==> src/rtl/cpu_pkg.sv <==
// Shared encodings for the multicycle CPU control path: FSM states, opcode classes,
// ALU function codes, write-back sources and the registered control word.
package cpu_pkg;

  typedef enum logic [3:0] {
    StReset     = 4'd0,
    StFetch     = 4'd1,
    StFetchWait = 4'd2,
    StDecode    = 4'd3,
    StExecute   = 4'd4,
    StWriteback = 4'd5,
    StMemAddr   = 4'd6,
    StMemWait   = 4'd7,
    StMemDone   = 4'd8,
    StHalt      = 4'd9
  } state_t;

  // Opcode classes: opcode[6] = 0 is data-processing, otherwise opcode[6:5] selects.
  localparam logic [6:0] OpNop       = 7'b0000000;
  localparam logic [6:0] OpHlt       = 7'b0000001;
  localparam logic [1:0] ClassMem    = 2'b10;
  localparam logic [1:0] ClassBranch = 2'b11;
  localparam logic [2:0] FuncCmp     = 3'b010;

  localparam logic [2:0] AluAdd = 3'd0;
  localparam logic [2:0] AluSub = 3'd1;
  localparam logic [2:0] AluAnd = 3'd2;
  localparam logic [2:0] AluOrr = 3'd3;
  localparam logic [2:0] AluXor = 3'd7;

  localparam logic [1:0] WbAlu = 2'b00;
  localparam logic [1:0] WbRam = 2'b01;
  localparam logic [1:0] WbPc  = 2'b10;

  typedef struct packed {
    logic       waiting;
    logic       sel_a;
    logic       sel_b;
    logic       sel_shift;
    logic       en_a;
    logic       en_b;
    logic       en_s;
    logic       en_c;
    logic [1:0] wb_sel;
    logic       w_en;
    logic       load_ir;
    logic       load_pc;
    logic       sel_pc;
    logic       load_addr;
    logic       sel_addr;
    logic       ram_w_en;
  } ctrl_t;

  function automatic logic [2:0] alu_decode(input logic [2:0] func);
    logic [2:0] op;
    case (func)
      3'b000:  op = AluAdd;
      3'b001:  op = AluSub;
      3'b010:  op = AluSub;
      3'b011:  op = AluAnd;
      3'b100:  op = AluOrr;
      3'b101:  op = AluXor;
      default: op = AluAdd;
    endcase
    return op;
  endfunction

endpackage

==> src/rtl/cond_eval.sv <==
// ARM condition-code check: decides whether an instruction executes given its
// cond field and the NZCV flags.
module cond_eval (
  input  logic [3:0] cond,
  input  logic [3:0] nzcv,
  output logic       pass
);

  logic n, z, c, v;
  assign {n, z, c, v} = nzcv;

  always_comb begin
    pass = 1'b0;
    case (cond)
      4'h0: pass = z;
      4'h1: pass = ~z;
      4'h2: pass = c;
      4'h3: pass = ~c;
      4'h4: pass = n;
      4'h5: pass = ~n;
      4'h6: pass = v;
      4'h7: pass = ~v;
      4'h8: pass = c & ~z;
      4'h9: pass = ~c | z;
      4'ha: pass = (n == v);
      4'hb: pass = (n != v);
      4'hc: pass = ~z & (n == v);
      4'hd: pass = z | (n != v);
      4'he: pass = 1'b1;
      default: pass = 1'b0;
    endcase
  end

endmodule

==> src/rtl/multicycle_controller.sv <==
// Multicycle CPU control FSM: sequences fetch, decode, execute, write-back and
// memory access, driving registered datapath control strobes.
module multicycle_controller import cpu_pkg::*; #(
  parameter int unsigned RAM_WAIT = 1,
  parameter int unsigned ALU_OP_W = 3
) (
  input  logic                clk,
  input  logic                rst_n,
  input  logic                start,
  input  logic [6:0]          opcode,
  input  logic [3:0]          cond,
  input  logic [31:0]         status_reg,
  output logic                waiting,
  output logic                sel_A,
  output logic                sel_B,
  output logic                sel_shift,
  output logic                en_A,
  output logic                en_B,
  output logic                en_S,
  output logic                en_C,
  output logic [ALU_OP_W-1:0] ALU_op,
  output logic [1:0]          wb_sel,
  output logic                w_en,
  output logic                load_ir,
  output logic                load_pc,
  output logic                sel_pc,
  output logic                load_addr,
  output logic                sel_addr,
  output logic                ram_w_en
);

  localparam logic [3:0] FetchWaitLoad = 4'(RAM_WAIT);
  localparam logic [3:0] MemWaitLoad   = 4'(RAM_WAIT - 1);
  localparam ctrl_t      CtrlIdle      = '{waiting: 1'b1, default: '0};

  state_t                state_q, state_d;
  logic [3:0]            cnt_q, cnt_d;
  ctrl_t                 ctrl_q, ctrl_d;
  logic [ALU_OP_W-1:0]   alu_q, alu_d;
  logic                  cond_pass;
  logic                  is_mem, is_branch;
  logic                  unused_status;

  assign unused_status = ^status_reg[27:0];
  assign is_mem        = (opcode[6:5] == ClassMem);
  assign is_branch     = (opcode[6:5] == ClassBranch);

  cond_eval u_cond_eval (
    .cond (cond),
    .nzcv (status_reg[31:28]),
    .pass (cond_pass)
  );

  // Next state and wait counter; the counter is reloaded on every wait-state entry.
  always_comb begin
    state_d = state_q;
    cnt_d   = cnt_q;
    case (state_q)
      StReset: state_d = StFetch;
      StFetch: begin
        state_d = StFetchWait;
        cnt_d   = FetchWaitLoad;
      end
      StFetchWait: begin
        if (cnt_q != 4'd0) cnt_d = cnt_q - 4'd1;
        else               state_d = StDecode;
      end
      StDecode: begin
        if (!cond_pass || opcode == OpNop) state_d = StFetch;
        else if (opcode == OpHlt)          state_d = StHalt;
        else                               state_d = StExecute;
      end
      StExecute: begin
        if (!opcode[6])  state_d = StWriteback;
        else if (is_mem) state_d = StMemAddr;
        else             state_d = StFetch;
      end
      StWriteback: state_d = StFetch;
      StMemAddr: begin
        if (RAM_WAIT == 0) begin
          state_d = StMemDone;
        end else begin
          state_d = StMemWait;
          cnt_d   = MemWaitLoad;
        end
      end
      StMemWait: begin
        if (cnt_q != 4'd0) cnt_d = cnt_q - 4'd1;
        else               state_d = StMemDone;
      end
      StMemDone: state_d = StFetch;
      StHalt:    if (start) state_d = StFetch;
      default: begin
        state_d = StReset;
        cnt_d   = 4'd0;
      end
    endcase
  end

  // Control word for the upcoming state, so every strobe leaves a flop.
  always_comb begin
    ctrl_d = '0;
    alu_d  = '0;
    case (state_d)
      StReset, StHalt: ctrl_d.waiting = 1'b1;
      StFetchWait: begin
        if (cnt_d == 4'd0) begin
          ctrl_d.load_ir = 1'b1;
          ctrl_d.load_pc = 1'b1;
        end
      end
      StExecute: begin
        ctrl_d.en_a      = opcode[3];
        ctrl_d.sel_a     = opcode[3];
        ctrl_d.en_b      = opcode[4];
        ctrl_d.sel_b     = opcode[4];
        ctrl_d.en_s      = opcode[4];
        ctrl_d.sel_shift = opcode[5];
        ctrl_d.en_c      = 1'b1;
        alu_d            = ALU_OP_W'(opcode[6] ? AluAdd : alu_decode(opcode[2:0]));
        if (is_branch) begin
          ctrl_d.load_pc = 1'b1;
          ctrl_d.sel_pc  = 1'b1;
        end
      end
      StWriteback: begin
        ctrl_d.wb_sel = WbAlu;
        // CMP is the 010 subtract; bit 3 only picks operand A.
        ctrl_d.w_en   = (opcode[2:0] != FuncCmp);
      end
      StMemAddr: ctrl_d.load_addr = 1'b1;
      StMemWait: ctrl_d.sel_addr  = 1'b1;
      StMemDone: begin
        ctrl_d.sel_addr = 1'b1;
        if (opcode[0]) begin
          ctrl_d.wb_sel = WbRam;
          ctrl_d.w_en   = 1'b1;
        end else begin
          ctrl_d.ram_w_en = 1'b1;
        end
      end
      default: ;
    endcase
  end

  always_ff @(posedge clk or negedge rst_n) begin
    if (!rst_n) begin
      state_q <= StReset;
      cnt_q   <= 4'd0;
      ctrl_q  <= CtrlIdle;
      alu_q   <= '0;
    end else begin
      state_q <= state_d;
      cnt_q   <= cnt_d;
      ctrl_q  <= ctrl_d;
      alu_q   <= alu_d;
    end
  end

  assign waiting   = ctrl_q.waiting;
  assign sel_A     = ctrl_q.sel_a;
  assign sel_B     = ctrl_q.sel_b;
  assign sel_shift = ctrl_q.sel_shift;
  assign en_A      = ctrl_q.en_a;
  assign en_B      = ctrl_q.en_b;
  assign en_S      = ctrl_q.en_s;
  assign en_C      = ctrl_q.en_c;
  assign ALU_op    = alu_q;
  assign wb_sel    = ctrl_q.wb_sel;
  assign w_en      = ctrl_q.w_en;
  assign load_ir   = ctrl_q.load_ir;
  assign load_pc   = ctrl_q.load_pc;
  assign sel_pc    = ctrl_q.sel_pc;
  assign load_addr = ctrl_q.load_addr;
  assign sel_addr  = ctrl_q.sel_addr;
  assign ram_w_en  = ctrl_q.ram_w_en;

endmodule

==> config.mk <==
export PLATFORM = sky130hd
export DESIGN_NAME = multicycle_controller
export DESIGN_NICKNAME = d
export VERILOG_FILES = /design/src/rtl/cpu_pkg.sv /design/src/rtl/cond_eval.sv /design/src/rtl/multicycle_controller.sv
export SDC_FILE = /design/constraint.sdc
export NUM_CORES = 1
export LEC_CHECK = 0
export CELL_PAD_IN_SITES_DETAIL_PLACEMENT = 1
export CELL_PAD_IN_SITES_GLOBAL_PLACEMENT = 2
export CORE_ASPECT_RATIO = 1.25
export CORE_MARGIN = 2
export CORE_UTILIZATION = 26
export CTS_BUF_LIST = sky130_fd_sc_hd__clkbuf_16
export CTS_CLUSTER_SIZE = 25
export DETAILED_ROUTE_END_ITERATION = 8
export GPL_TIMING_DRIVEN = 0
export PLACE_DENSITY_LB_ADDON = 0.1
export SYNTH_ARGS = -nofsm -noshare
export SYNTH_HDL_FRONTEND = slang
export SYNTH_SLANG_ARGS = --single-unit
==> constraint.sdc <==
create_clock -name clk -period 3.2 [get_ports clk]
set_input_delay 0.32 -clock clk [delete_from_list [all_inputs] [get_ports clk]]
set_output_delay 0.32 -clock clk [all_outputs]
set_load 0.1 [all_outputs]
# After elaboration in Yosys (flattened, before gate mapping)
# Cells that the tools add are included.
# word_totals
regBits,28
inputBits,46
word_cells,110
# op_classes
add_sub_neg,1
n_eq_ne,41
n_mux,27
n_bitwise,8
n_reduce_logical,14
# op_table
op,n
4-bit by 3-bit equality test with 1-bit output (second input constant),12
4-bit equality test (second input constant),11
4-bit case mux with 8 select lines,1
4-bit 2-to-1 mux,6
4-bit by 2-bit equality test with 1-bit output (second input constant),5
4-bit logical NOT,4
1-bit case mux with 15 select lines,1
3-bit 2-to-1 mux,4
3-bit case mux with 4 select lines,1
4-bit case mux with 3 select lines,1
4-bit by 1-bit equality test with 1-bit output (second input constant),2
2-bit OR reduction,4
7-bit by 1-bit equality test with 1-bit output (second input constant),1
7-bit logical NOT,1
1-bit 2-to-1 mux,7
7-bit 2-to-1 mux,1
3-bit by 2-bit equality test with 1-bit output (second input constant),2
3-bit equality test (second input constant),2
2-bit 2-to-1 mux,3
6-bit OR reduction,1
2-bit equality test (second input constant),2
1-bit NOT,4
2-bit case mux with 2 select lines,1
4-bit nonzero test,1
other kinds (11),13

# Logic depth before layout (Yosys ltp)
# Gate-level depths: netlist (run 1).
# depth
word_depth,10
depth_mapped,8

# By module
# From an unflattened synthesis (run 1), not the netlist that was laid out.
# unflattened
cells_unflattened,153
area_unflattened_um2,1497.7
# modules_own_cells
mod,instances,cells_each,area_per_inst_um2
multicycle_controller,1,125,1303.8
cond_eval,1,28,193.9

# Worst setup path before layout (run 1)
# OpenSTA, ideal clock, no wires.
# synth_timing
path_type,register to register
start,register cnt_q[0]
end,"register ctrl_q, in the netlist load_pc"
setup_time_ps,66
t_arrival_ps,2010
t_required_ps,3134
setup_slack_ps,1124
stages_incl_launch_ff,9
path_buffers,0
period_less_slack_ps,2076
cell_sequence,dfrtp_1 inv_1 ha_1 nor3b_4 maj3_2 a211o_1 a211o_1 nor4_4 a41o_1
# synth_lines
item,line,rtl
"start, declared",multicycle_controller.sv:37,"logic [3:0] cnt_q, cnt_d;"
"start signal, assigned",multicycle_controller.sv:154,cnt_q <= cnt_d;
"end signal, assigned",multicycle_controller.sv:150,ctrl_q <= CtrlIdle;
"end signal, assigned",multicycle_controller.sv:155,ctrl_q <= ctrl_d;
"end, declared",multicycle_controller.sv:38,"ctrl_t ctrl_q, ctrl_d;"

==> metrics.txt, run 1 <==
# TYPE chip_impl_metric gauge
chip_impl_metric{name="bufs_and_invs_on_worst_path",unit=""} 1
chip_impl_metric{name="critical_path_required",unit="ps"} 3400
chip_impl_metric{name="cts.hold.buffers_added",unit=""} 0
chip_impl_metric{name="cp_slowest_stage_delay",unit="ps"} 430
chip_impl_metric{name="finalMaxSlewViolations",unit=""} 0
chip_impl_metric{name="count_of_flip_flops_with_a_built_in_enable_after_synthesis",unit=""} 0
chip_impl_metric{name="fp.dieW",unit="um"} 74.80
chip_impl_info{name="min_to",value="ALU_op[2]"} 1
chip_impl_metric{name="ys_ff_latch",unit=""} 24
chip_impl_metric{name="antenna_diode_count",unit=""} 0
chip_impl_metric{name="synth_top_cell_area_share",unit="%"} 35.33
chip_impl_metric{name="length_of_the_first_detailed_routing_pass_in_iterations",unit=""} 4
chip_impl_info{name="path_common_cell",value="sky130_fd_sc_hd__a211o_1"} 1
chip_impl_metric{name="detailed_place_hpwl",unit="um"} 3553
chip_impl_metric{name="final.min_clock_period",unit="ps"} 2391
chip_impl_metric{name="drive_gt1_share",unit="%"} 15.02
chip_impl_metric{name="ys_warn_count",unit=""} 0
chip_impl_info{name="post_synth_most_frequent_cells",value="sky130_fd_sc_hd__dfrtp_1, sky130_fd_sc_hd__nand2_1, sky130_fd_sc_hd__nor2_1, sky130_fd_sc_hd__o21ai_0, sky130_fd_sc_hd__inv_1"} 1
chip_impl_metric{name="critical_path_arrival",unit="ps"} 2590
chip_impl_metric{name="clk_pin_slew",unit="ps"} 70
chip_impl_metric{name="detail_route.iter0.violations",unit=""} 24
chip_impl_info{name="worst_hold_path_type",value="input port to flop"} 1
chip_impl_metric{name="worst_hold_path.num_cells",unit=""} 2
chip_impl_metric{name="cts-root-to-sink-buffers",unit=""} 2
chip_impl_metric{name="vias",unit=""} 1467
chip_impl_metric{name="grt_start_max_net_pins",unit=""} 25
chip_impl_metric{name="placeableCoreArea",unit="mm2"} 0.006126
chip_impl_metric{name="synth_area_per_cell",unit="um2"} 9.256
chip_impl_metric{name="die_area",unit="mm2"} 0.006919
chip_impl_metric{name="setup_bufs_post_cts",unit=""} 0
chip_impl_metric{name="nFillCells",unit=""} 727
chip_impl_info{name="unrepaired_setup_endpoints_after_global_routing",value="false"} 1
chip_impl_metric{name="area.growth.synth_to_final",unit="%"} 33.26
chip_impl_metric{name="clock-sinks",unit=""} 24
chip_impl_metric{name="avgRoutedWirePerCell",unit="um"} 15.46
chip_impl_info{name="r2r_end",value="load_pc"} 1
chip_impl_metric{name="finalCritPeriodShare",unit="%"} 74.72
chip_impl_metric{name="die_height",unit="um"} 92.50
chip_impl_metric{name="via_count_of_the_first_global_routing_pass",unit=""} 1621
chip_impl_metric{name="ioPinCount",unit=""} 66
chip_impl_metric{name="numCtsBuffers",unit=""} 3
chip_impl_metric{name="grt_antenna_before_repair",unit=""} 0
chip_impl_metric{name="final-hold-violation-count",unit=""} 0
chip_impl_metric{name="cap_violations",unit=""} 0
chip_impl_info{name="ys_top_cells_by_area",value="sky130_fd_sc_hd__dfrtp_1, sky130_fd_sc_hd__nand2_1, sky130_fd_sc_hd__buf_4, sky130_fd_sc_hd__o21ai_0, sky130_fd_sc_hd__buf_6"} 1
chip_impl_metric{name="detail-route-antenna-nets",unit=""} 0
chip_impl_metric{name="worst_skew_pair.late_latency",unit="ps"} 260
chip_impl_metric{name="max_slew.worst_pin.slew",unit="ps"} 1102
chip_impl_metric{name="post_cts.resized_instances",unit=""} 0
chip_impl_metric{name="core_rows",unit=""} 32
chip_impl_metric{name="cts.htree.levels",unit=""} 1
chip_impl_metric{name="route.detailed.drc",unit=""} 0
chip_impl_info{name="timing.setup.critical_path_class",value="flop to flop"} 1
chip_impl_info{name="outcome",value="completed"} 1
chip_impl_metric{name="timing.final.setup_violations",unit=""} 0
chip_impl_metric{name="reg2reg_depth",unit=""} 8
chip_impl_metric{name="route.detailed.vias_per_inst",unit=""} 4.923
chip_impl_metric{name="max_fanout_on_critical_path",unit=""} 7
chip_impl_info{name="yosys.area.top_type",value="sky130_fd_sc_hd__dfrtp_1"} 1
chip_impl_metric{name="start_util",unit="%"} 26.59
chip_impl_metric{name="synth_nets",unit=""} 223
chip_impl_metric{name="worst-path-stages",unit=""} 8
chip_impl_info{name="worst_setup_path_end_kind",value="flop"} 1
chip_impl_info{name="min-delay-start",value="opcode[6]"} 1
chip_impl_info{name="worst_r2r_startpoint",value="cnt_q[0]"} 1
chip_impl_metric{name="postLayoutSetupSlackWorst",unit="ps"} 809.1
chip_impl_metric{name="grt_usage",unit="%"} 14.90
chip_impl_metric{name="clock-skew-final",unit="ps"} 2.746
chip_impl_info{name="buffer_type_at_the_clock_tree_root",value="sky130_fd_sc_hd__clkbuf_16"} 1
chip_impl_info{name="synth_most_common_cell",value="sky130_fd_sc_hd__dfrtp_1"} 1
chip_impl_metric{name="maxSlewHeadroom",unit="%"} 26.33
chip_impl_metric{name="gp_congestion",unit=""} 0.8574
chip_impl_metric{name="synth.cell_area",unit="mm2"} 0.001629
chip_impl_metric{name="ys_async_sr_fraction",unit="%"} 100.0
chip_impl_metric{name="overflow",unit=""} 0
chip_impl_metric{name="port_buffers",unit=""} 33
chip_impl_metric{name="seq_area_frac_synth",unit="%"} 36.94
chip_impl_info{name="tritoncts",value="built"} 1
chip_impl_info{name="critical_path.slowest_cell",value="sky130_fd_sc_hd__dfrtp_1"} 1
chip_impl_metric{name="post-place-ws",unit="ps"} 790.6
chip_impl_metric{name="totalNegativeSetupSlack",unit="ps"} 0
chip_impl_info{name="ys_dominant_reg_cell",value="sky130_fd_sc_hd__dfrtp_1"} 1
chip_impl_info{name="path_cells",value="inv_1 -> ha_1 -> nor3b_4 -> maj3_2 -> a211o_1 -> a211o_1 -> nor4_4 -> a41o_1"} 1
chip_impl_info{name="worst_path_dominant_cell_family",value="compound AO/OA/AOI/OAI gates"} 1
chip_impl_metric{name="synthDistinctLibCells",unit=""} 61
chip_impl_metric{name="postRouteWirelength",unit="um"} 4607
chip_impl_metric{name="leakage_power",unit="uW"} 0.0009397
chip_impl_metric{name="power_density_of_the_placed_cells",unit="mW/mm2"} 851.6
chip_impl_metric{name="post_synth_inst_count",unit=""} 176
chip_impl_metric{name="nets",unit=""} 261
chip_impl_info{name="start_kind",value="flop"} 1
chip_impl_metric{name="worst_ir_drop_vdd",unit="mV"} 0.2824
chip_impl_metric{name="maximum_frequency_from_static_timing_analysis",unit="MHz"} 418.3
chip_impl_metric{name="global_route_wire_length_before_repair",unit="um"} 7969
chip_impl_metric{name="worst-r2r-setup-slack",unit="ps"} 810
cells in the final DEF (no fill, tap or decap), types with 2 or more instances in the layout:
| master | synthesis | final |
|---|---|---|
| sky130_fd_sc_hd__clkdlybuf4s50_1 | 0 | 33 |
| sky130_fd_sc_hd__dfrtp_1 | 23 | 23 |
| sky130_fd_sc_hd__nand2_1 | 15 | 15 |
| sky130_fd_sc_hd__nor2_1 | 12 | 12 |
| sky130_fd_sc_hd__o21ai_0 | 10 | 10 |
| sky130_fd_sc_hd__inv_1 | 8 | 8 |
| sky130_fd_sc_hd__nor3_1 | 7 | 7 |
| sky130_fd_sc_hd__buf_4 | 7 | 7 |
| sky130_fd_sc_hd__a21oi_1 | 6 | 6 |
| sky130_fd_sc_hd__nor2b_1 | 5 | 5 |
| sky130_fd_sc_hd__buf_6 | 4 | 4 |
| sky130_fd_sc_hd__xor2_1 | 4 | 4 |
| sky130_fd_sc_hd__nor3b_1 | 4 | 4 |
| sky130_fd_sc_hd__nand2b_1 | 3 | 3 |
| sky130_fd_sc_hd__nor4b_1 | 3 | 3 |
| sky130_fd_sc_hd__o31ai_1 | 3 | 3 |
| sky130_fd_sc_hd__and3_1 | 3 | 3 |
| sky130_fd_sc_hd__nand3_1 | 3 | 3 |
| sky130_fd_sc_hd__a211o_1 | 3 | 3 |
| sky130_fd_sc_hd__clkbuf_16 | 0 | 3 |
| sky130_fd_sc_hd__buf_2 | 2 | 2 |
| sky130_fd_sc_hd__and3b_1 | 2 | 2 |
| sky130_fd_sc_hd__a22oi_1 | 2 | 2 |
| sky130_fd_sc_hd__mux2i_1 | 2 | 2 |
| sky130_fd_sc_hd__nand3b_1 | 2 | 2 |
| sky130_fd_sc_hd__a21boi_0 | 2 | 2 |
| sky130_fd_sc_hd__inv_2 | 2 | 2 |
| sky130_fd_sc_hd__nor4_1 | 2 | 2 |
| sky130_fd_sc_hd__o32ai_1 | 2 | 2 |
| sky130_fd_sc_hd__o21ai_1 | 2 | 2 |
where the power goes:
part | internal, uW | switching (uW)
Clock | 249 | 115
Combinational | 393 | 677
Sequential | 365 | 49.1
Total | 1010 | 841
how the worst max path moves through the flow:
stage          startpoint   endpoint  slack (ps)
3_5_place_dp      cond[1]     sel_pc         790
2_1_floorplan    cnt_q[0]    load_pc        1120
3_3_place_gp      cond[1]  ALU_op[0]         830
6_report         cnt_q[0]    load_pc         810
4_1_cts          cnt_q[0]    load_pc         780
5_1_grt          cnt_q[0]    load_pc         610
stage by stage:
stage          hold slack (ps)  instance area, um2  cells  power [uW]  util [%]
6_report                 297.0                2171    298        1849     35.44
3_3_place_gp             546.8                2066    294        1488     33.72
2_1_floorplan            24.41                1629    176        1227         -
4_1_cts                  298.9                2171    298        1869     35.44
3_5_place_dp             539.1                2066    294        1497     33.72
5_1_grt                  311.9                2171    298        1977     35.44
flip-flops by register name, indices dropped and copies added (netlist names):
name / flops
load_ir: 1
ALU_op: 3
state_q: 4
cnt_q: 4
en_C: 1
sel_addr: 1
load_addr: 1
en_B: 1
waiting: 1
sel_pc: 1
wb_sel: 1
en_A: 1
load_pc: 1
ram_w_en: 1
w_en: 1
sel_shift: 1
logic make-up (layout without fill, tap and decap cells):
family          count (synthesis)  count (layout)  synth area share (%)
other cells                     1               1                0.2302
buf+inv                        25              62                 9.984
fa+ha+maj                       2               2                 1.459
compound gates                 44              44                 20.20
simple gates                   73              73                 27.27
xor+xnor                        5               5                 2.688
flops                          24              24                 36.94
mux                             2               2                 1.229
final cells by class:
class	instances	area [um2]	area share, %
plain buffers	15	125.1	5.764
clock buffers	3	75.07	3.458
clock inverters	1	30.03	1.383
inverters	10	37.54	1.729
multi-input cells	127	864.6	39.83
flip-flops and latches	24	601.8	27.72
well taps	85	106.4	4.899
repair buffers	33	330.3	15.22
routing by layer:
metal  share of wire [%]  track usage [%]
met5                   0                0
met2                  52            25.96
met3                 3.1            1.959
met4                 1.7            5.357
met1                  43            18.32
(Power assumes the default switching activity.)
==> inputs of run 2 (changes only) <==
- CORE_UTILIZATION: 26 -> 22
- clock period: 3.2 -> 2.15 ns (I/O delays scaled with it)
==> run 2 against run 1 <==
  * Largest cell class unchanged
  * Global-route usage shrank 1.5 points
  * Core utilization fell by 4.4 points
  * Register-to-register slack worse by 700 ps
  * Clock power increased by 48%
  * Clock skew fell by 1.0 ps
==> metrics.txt, run 2 (synthesized netlist as in run 1, its figures left out) <==
# TYPE chip_impl_metric gauge
chip_impl_metric{name="timing.final.setup_violations",unit=""} 0
chip_impl_metric{name="grt_start_max_net_pins",unit=""} 25
chip_impl_metric{name="max_slew.worst_pin.slew",unit="ps"} 1202
chip_impl_info{name="outcome",value="completed"} 1
chip_impl_metric{name="leakage_power",unit="uW"} 0.0009761
chip_impl_metric{name="postLayoutSetupSlackWorst",unit="ps"} 38.66
chip_impl_metric{name="reg2reg_depth",unit=""} 9
chip_impl_metric{name="swShare",unit="%"} 44.92
chip_impl_info{name="unrepaired_setup_endpoints_after_global_routing",value="true"} 1
chip_impl_metric{name="die_height",unit="um"} 100.2
chip_impl_info{name="worst_setup_path_end_kind",value="output port"} 1
chip_impl_metric{name="worst-path-stages",unit=""} 1
chip_impl_metric{name="clock-sinks",unit=""} 24
chip_impl_metric{name="cap_violations",unit=""} 0
chip_impl_metric{name="post-place-ws",unit="ps"} -231.5
chip_impl_info{name="cp-endpoint",value="waiting"} 1
chip_impl_metric{name="worst_skew_pair.late_latency",unit="ps"} 260
chip_impl_metric{name="length_of_the_first_detailed_routing_pass_in_iterations",unit=""} 4
chip_impl_metric{name="ioPinCount",unit=""} 66
chip_impl_metric{name="grt_usage",unit="%"} 13.44
chip_impl_info{name="worst_r2r_startpoint",value="cnt_q[0]"} 1
chip_impl_metric{name="numCtsBuffers",unit=""} 3
chip_impl_metric{name="worst-r2r-setup-slack",unit="ps"} 110
chip_impl_metric{name="cts.htree.levels",unit=""} 1
chip_impl_info{name="worst_hold_path_type",value="input port to flop"} 1
chip_impl_metric{name="critical_path_arrival",unit="ps"} 1900
chip_impl_metric{name="power_density_of_the_placed_cells",unit="mW/mm2"} 1302
chip_impl_metric{name="finalPower",unit="uW"} 2937
chip_impl_info{name="tritoncts",value="built"} 1
chip_impl_metric{name="gp_congestion",unit=""} 0.8078
chip_impl_metric{name="combinational_fraction_of_design_power",unit="%"} 61.0
chip_impl_metric{name="design_area",unit="mm2"} 0.002256
chip_impl_metric{name="bufs_and_invs_on_worst_path",unit=""} 1
chip_impl_metric{name="detailed_place_hpwl",unit="um"} 3717
chip_impl_metric{name="core_rows",unit=""} 35
chip_impl_metric{name="postRouteWirelength",unit="um"} 5073
chip_impl_metric{name="finalMaxSlewViolations",unit=""} 0
chip_impl_metric{name="global_route_wire_length_before_repair",unit="um"} 8431
chip_impl_metric{name="internal-power",unit="uW"} 1618
chip_impl_metric{name="nets",unit=""} 268
chip_impl_metric{name="grt_antenna_before_repair",unit=""} 0
chip_impl_info{name="layout.cells.most_common",value="sky130_fd_sc_hd__clkdlybuf4s50_1"} 1
chip_impl_metric{name="cp_slowest_stage_delay",unit="ps"} 1120
chip_impl_metric{name="via_count_of_the_first_global_routing_pass",unit=""} 1651
chip_impl_metric{name="avgRoutedWirePerCell",unit="um"} 16.26
chip_impl_metric{name="totalNegativeSetupSlack",unit="ps"} 0
chip_impl_metric{name="drive_gt1_share",unit="%"} 20.00
chip_impl_metric{name="power.share.clock",unit="%"} 18.3
chip_impl_info{name="worst_path_dominant_cell_family",value="buffers and inverters"} 1
chip_impl_metric{name="clock-skew-final",unit="ps"} 1.737
chip_impl_metric{name="route.detailed.drc",unit=""} 0
chip_impl_info{name="buffer_type_at_the_clock_tree_root",value="sky130_fd_sc_hd__clkbuf_16"} 1
chip_impl_metric{name="max_fanout_on_critical_path",unit=""} 1
chip_impl_metric{name="fp.dieW",unit="um"} 80.97
chip_impl_metric{name="power.net_switching",unit="uW"} 1319
chip_impl_info{name="r2r_end",value="load_pc"} 1
chip_impl_metric{name="area.growth.synth_to_final",unit="%"} 38.48
chip_impl_metric{name="cts-root-to-sink-buffers",unit=""} 2
chip_impl_metric{name="port_buffers",unit=""} 33
chip_impl_info{name="worst_setup_path_startpoint",value="waiting"} 1
chip_impl_metric{name="maximum_frequency_from_static_timing_analysis",unit="MHz"} 473.6
chip_impl_metric{name="maxSlewHeadroom",unit="%"} 19.62
chip_impl_metric{name="finalCritPeriodShare",unit="%"} 98.20
chip_impl_metric{name="detail_route.iter0.violations",unit=""} 36
chip_impl_info{name="final_cell_mix",value="sky130_fd_sc_hd__clkdlybuf4s50_1, sky130_fd_sc_hd__dfrtp_1, sky130_fd_sc_hd__nand2_1"} 1
chip_impl_metric{name="detail-route-antenna-nets",unit=""} 0
chip_impl_metric{name="die_area",unit="mm2"} 0.008114
chip_impl_metric{name="placedInstanceArea",unit="mm2"} 0.002074
chip_impl_metric{name="clk_pin_slew",unit="ps"} 60
chip_impl_metric{name="antenna_diode_count",unit=""} 0
chip_impl_info{name="start_kind",value="flop"} 1
chip_impl_metric{name="worst_ir_drop_vdd",unit="mV"} 0.5934
chip_impl_metric{name="overflow",unit=""} 0
chip_impl_metric{name="sequential_fraction_of_design_power",unit="%"} 20.7
chip_impl_metric{name="start_util",unit="%"} 22.41
chip_impl_metric{name="placeableCoreArea",unit="mm2"} 0.007269
chip_impl_metric{name="final.min_clock_period",unit="ps"} 2111
chip_impl_metric{name="route.detailed.vias_per_inst",unit=""} 4.728
chip_impl_metric{name="vias",unit=""} 1475
chip_impl_info{name="timing.setup.critical_path_class",value="flop to output port"} 1
chip_impl_info{name="path_cells",value="clkdlybuf4s50_1"} 1
chip_impl_metric{name="critical_path_required",unit="ps"} 1930
chip_impl_metric{name="final-hold-violation-count",unit=""} 0
chip_impl_info{name="critical_path.slowest_cell",value="sky130_fd_sc_hd__clkdlybuf4s50_1"} 1
run 2: power by group through the flow:
stage,combinational [uW],sequential [uW],clock (uW)
4_1_cts,1750,608,558
3_3_place_gp,1600,624,0
2_1_floorplan,966,860,0
3_5_place_dp,1620,624,0
5_1_grt,1930,620,575
6_report,1790,608,538
run 2: final cells by class:
| type | count | area, um2 |
|---|---|---|
| tap | 92 | 115.1 |
| inverter | 10 | 37.54 |
| sequential | 24 | 601.8 |
| timing repair buffer | 40 | 382.9 |
| multi-input combinational | 127 | 888.4 |
| clock inverter | 1 | 30.03 |
| fill | 859 | 5014 |
| clock buffer | 3 | 75.07 |
| buffer | 15 | 125.1 |
run 2: per-stage QoR:
stage | instances | hold WS [ps] | util (%)
after global routing | 312 | 207.3 | 31.03
after detailed placement | 301 | 469.6 | 28.54
final | 312 | 185.0 | 31.03
after global placement | 301 | 465.6 | 28.54
after CTS | 311 | 181.7 | 30.77
after floorplan | 176 | -80.59 | -
run 2: repair_timing:
item / CTS / global route
setup buffers: 6 / 1
setup endpoints to repair: 2 / 4
hold buffers: 0 / 0
pin swaps: 5 / 1
resized for setup: 4 / 3
run 2: worst min-delay path by stage:
stage | start | cells after the start | endpoint | slack (ps)
2_1_floorplan | rst_n | 0 | ALU_op[0] | -80
3_3_place_gp | opcode[6] | 2 | ALU_op[2] | 470
3_5_place_dp | opcode[6] | 2 | ALU_op[2] | 470
4_1_cts | opcode[6] | 2 | ALU_op[2] | 180
5_1_grt | opcode[6] | 2 | ALU_op[2] | 210
6_report | opcode[6] | 2 | ALU_op[2] | 190
run 2: worst reg2reg max path, cell delays in order (launching register included):
cell	delay, ps
sky130_fd_sc_hd__dfrtp_1	400
sky130_fd_sc_hd__inv_2	90
sky130_fd_sc_hd__ha_4	140
sky130_fd_sc_hd__buf_4	130
sky130_fd_sc_hd__or3b_1	430
sky130_fd_sc_hd__nor3_1	200
sky130_fd_sc_hd__o21ai_1	130
sky130_fd_sc_hd__o21ai_2	110
sky130_fd_sc_hd__nor4_4	80
sky130_fd_sc_hd__a41o_1	220
run 2: metal layers:
metal  track usage, %  up-vias  share of wire (%)
met3            1.978        7                2.8
met5                0        -                  0
met1            16.26      731                 42
met2            23.84       25                 53
li1                 -      712                  -
met4            4.824        0                1.9
==> inputs of run 3 (changes only) <==
- CORE_MARGIN: 2 -> default
==> run 3 against run 2 <==
  * The flow now finishes with violations (negative setup slack)
  * Worst setup slack got worse by 40 ps
  * Clock-buffer cell count unchanged
  * Fmax decreased by 1.9%
  * Cell count decreased by 0.64%
  * Hold slack improved by 12 ps
  * Clock skew about the same
  * Combinational power about the same
  * Core utilization increased by 0.58 points
  * Non-clock buffer count unchanged
  * Sequential share of layout area increased by 0.28 points
  * Via count decreased by 1.0%
==> metrics.txt, run 3 (synthesized netlist as in run 1, its figures left out) <==
# TYPE chip_impl_metric gauge
chip_impl_metric{name="design_area",unit="mm2"} 0.002232
chip_impl_metric{name="power.share.clock",unit="%"} 14.6
chip_impl_metric{name="avgRoutedWirePerCell",unit="um"} 15.93
chip_impl_info{name="timing.setup.critical_path_class",value="flop to flop"} 1
chip_impl_info{name="worst_hold_path_type",value="input port to flop"} 1
chip_impl_metric{name="maxSlewHeadroom",unit="%"} 21.56
chip_impl_metric{name="grt_use_met2",unit="%"} 25.40
chip_impl_metric{name="reg2reg_depth",unit=""} 9
chip_impl_metric{name="clock-skew-final",unit="ps"} 2.130
chip_impl_metric{name="final_util",unit="%"} 31.61
chip_impl_metric{name="critical_path_required",unit="ps"} 2350
chip_impl_metric{name="internal-power",unit="uW"} 1498
chip_impl_metric{name="clock-sinks",unit=""} 24
chip_impl_metric{name="length_of_the_first_detailed_routing_pass_in_iterations",unit=""} 4
chip_impl_info{name="min-delay-start",value="opcode[6]"} 1
chip_impl_metric{name="maximum_frequency_from_static_timing_analysis",unit="MHz"} 464.7
chip_impl_metric{name="via_count_of_the_first_global_routing_pass",unit=""} 1670
chip_impl_metric{name="power_density_of_the_placed_cells",unit="mW/mm2"} 1246
chip_impl_metric{name="grt_start_max_net_pins",unit=""} 25
chip_impl_metric{name="die_area",unit="mm2"} 0.007755
chip_impl_metric{name="nets",unit=""} 268
chip_impl_metric{name="final.min_clock_period",unit="ps"} 2152
chip_impl_metric{name="route.detailed.vias_per_inst",unit=""} 4.710
chip_impl_metric{name="placedInstanceArea",unit="mm2"} 0.002072
chip_impl_metric{name="area.growth.synth_to_final",unit="%"} 37.02
chip_impl_info{name="tritoncts",value="built"} 1
chip_impl_metric{name="dp.cells",unit=""} 299
chip_impl_metric{name="cts.htree.levels",unit=""} 1
chip_impl_info{name="start_kind",value="flop"} 1
chip_impl_metric{name="max_slew.worst_pin.slew",unit="ps"} 1173
chip_impl_metric{name="cap_violations",unit=""} 0
chip_impl_metric{name="max_fanout_on_critical_path",unit=""} 3
chip_impl_metric{name="cts-root-to-sink-buffers",unit=""} 2
chip_impl_metric{name="stdcell_count",unit=""} 310
chip_impl_metric{name="finalMaxSlewViolations",unit=""} 0
chip_impl_metric{name="finalCritPeriodShare",unit="%"} 100.1
chip_impl_metric{name="worst_skew_pair.late_latency",unit="ps"} 260
chip_impl_info{name="global_route.peak_usage_layer",value="met2"} 1
chip_impl_metric{name="worst_hold_path.num_cells",unit=""} 2
chip_impl_metric{name="timing.final.setup_violations",unit=""} 1
chip_impl_metric{name="port_buffers",unit=""} 33
chip_impl_metric{name="combinational_fraction_of_design_power",unit="%"} 63.3
chip_impl_metric{name="power.net_switching",unit="uW"} 1284
chip_impl_metric{name="critical_path_arrival",unit="ps"} 2350
chip_impl_metric{name="placeableCoreArea",unit="mm2"} 0.007062
chip_impl_info{name="failed_checks",value="negative setup slack"} 1
chip_impl_metric{name="leakage_power",unit="uW"} 0.0009666
chip_impl_metric{name="global_route_wire_length_before_repair",unit="um"} 8349
chip_impl_info{name="worst_setup_path_end_kind",value="flop"} 1
chip_impl_info{name="outcome",value="finished, violations left"} 1
chip_impl_metric{name="vias",unit=""} 1460
chip_impl_info{name="unrepaired_setup_endpoints_after_global_routing",value="true"} 1
chip_impl_metric{name="fp.dieW",unit="um"} 78.97
chip_impl_metric{name="grt_antenna_before_repair",unit=""} 0
chip_impl_metric{name="detailed_place_hpwl",unit="um"} 3777
chip_impl_info{name="final_cell_mix",value="sky130_fd_sc_hd__clkdlybuf4s50_1, sky130_fd_sc_hd__dfrtp_1, sky130_fd_sc_hd__nand2_1"} 1
chip_impl_info{name="buffer_type_at_the_clock_tree_root",value="sky130_fd_sc_hd__clkbuf_16"} 1
chip_impl_metric{name="die_height",unit="um"} 98.21
chip_impl_info{name="worst_setup_path_startpoint",value="cnt_q[0]"} 1
chip_impl_metric{name="detail-route-antenna-nets",unit=""} 0
chip_impl_metric{name="postLayoutSetupSlackWorst",unit="ps"} -1.776
chip_impl_metric{name="postRouteWirelength",unit="um"} 4938
chip_impl_metric{name="grt_usage",unit="%"} 13.71
chip_impl_metric{name="overflow",unit=""} 0
chip_impl_metric{name="nFillCells",unit=""} 851
chip_impl_metric{name="ioPinCount",unit=""} 66
chip_impl_metric{name="swShare",unit="%"} 46.15
chip_impl_metric{name="worst_ir_drop_vdd",unit="mV"} 0.3901
chip_impl_info{name="layout.cells.most_common",value="sky130_fd_sc_hd__clkdlybuf4s50_1"} 1
chip_impl_metric{name="clk_pin_slew",unit="ps"} 60
chip_impl_info{name="worst_r2r_startpoint",value="cnt_q[0]"} 1
chip_impl_metric{name="totalNegativeSetupSlack",unit="ps"} -1.776
chip_impl_metric{name="groute.layer.met1.usage",unit="%"} 16.23
chip_impl_metric{name="drive_gt1_share",unit="%"} 18.64
chip_impl_metric{name="numCtsBuffers",unit=""} 3
chip_impl_metric{name="gp_congestion",unit=""} 0.7680
chip_impl_metric{name="detail_route.iter0.violations",unit=""} 43
chip_impl_metric{name="core_rows",unit=""} 34
chip_impl_metric{name="route.detailed.drc",unit=""} 0
chip_impl_metric{name="antenna_diode_count",unit=""} 0
chip_impl_metric{name="groute.layer.met3.usage",unit="%"} 1.869
chip_impl_metric{name="start_util",unit="%"} 23.07
chip_impl_metric{name="sequential_fraction_of_design_power",unit="%"} 22.0
chip_impl_metric{name="cts.hold.buffers_added",unit=""} 0
chip_impl_metric{name="final-hold-violation-count",unit=""} 0
run 3: worst paths after layout:
check | to | slack [ps]
max in group asynchronous | state_q[2] | 870
hold reg to reg | cnt_q[3] | 610
setup / recovery | load_pc | -2
min in group asynchronous | sel_addr | 590
hold / removal | ALU_op[2] | 200
setup reg to reg | load_pc | -2
run 3: power groups by stage:
stage,clock [uW],sequential (uW),combinational [uW]
2_1_floorplan,0,860,966
3_3_place_gp,0,627,1590
3_5_place_dp,0,629,1610
4_1_cts,425,613,1740
5_1_grt,443,626,1930
6_report,408,612,1760
run 3: cell type report:
| type | count | area, um2 | area share (%) |
|---|---|---|---|
| clock inverters | 1 | 3.754 | 0.1682 |
| plain buffers | 15 | 125.1 | 5.605 |
| well taps | 90 | 112.6 | 5.045 |
| multi-input cells | 127 | 893.4 | 40.02 |
| repair buffers | 40 | 382.9 | 17.15 |
| flip-flops and latches | 24 | 601.8 | 26.96 |
| inverters | 10 | 37.54 | 1.682 |
| clock buffers | 3 | 75.07 | 3.363 |
run 3: metal layers:
layer | part of all wire, % | vias up
li1 | - | 713
met1 | 42 | 713
met2 | 54 | 28
met3 | 2.4 | 6
met4 | 1.1 | 0
met5 | 0 | -
run 3: what timing repair did:
action | 4_1_cts | 5_1_grt
setup endpoints to repair | 2 | 4
gates resized for setup | 3 | 3
setup buffers | 5 | 2
pin swaps | 4 | 1
run 3: stage by stage:
| stage | power [uW] | setup slack, ps | hold WS, ps |
|---|---|---|---|
| 2_1_floorplan | 1827 | 73.88 | -80.59 |
| 3_3_place_gp | 2219 | -231.4 | 464.6 |
| 3_5_place_dp | 2243 | -240.8 | 477.6 |
| 4_1_cts | 2778 | -22.95 | 197.8 |
| 5_1_grt | 2997 | -142.8 | 208.6 |
| 6_report | 2782 | -1.776 | 197.0 |
run 3: worst max-delay path, cell delays in order, from the launching register on:
cell and delay, ps:
sky130_fd_sc_hd__dfrtp_1 380, sky130_fd_sc_hd__inv_2 70, sky130_fd_sc_hd__ha_4 160, sky130_fd_sc_hd__nor3b_4 150, sky130_fd_sc_hd__buf_4 150, sky130_fd_sc_hd__maj3_2 300, sky130_fd_sc_hd__a211o_1 270, sky130_fd_sc_hd__a211o_1 270
sky130_fd_sc_hd__nor4_4 220, sky130_fd_sc_hd__a41o_1 140
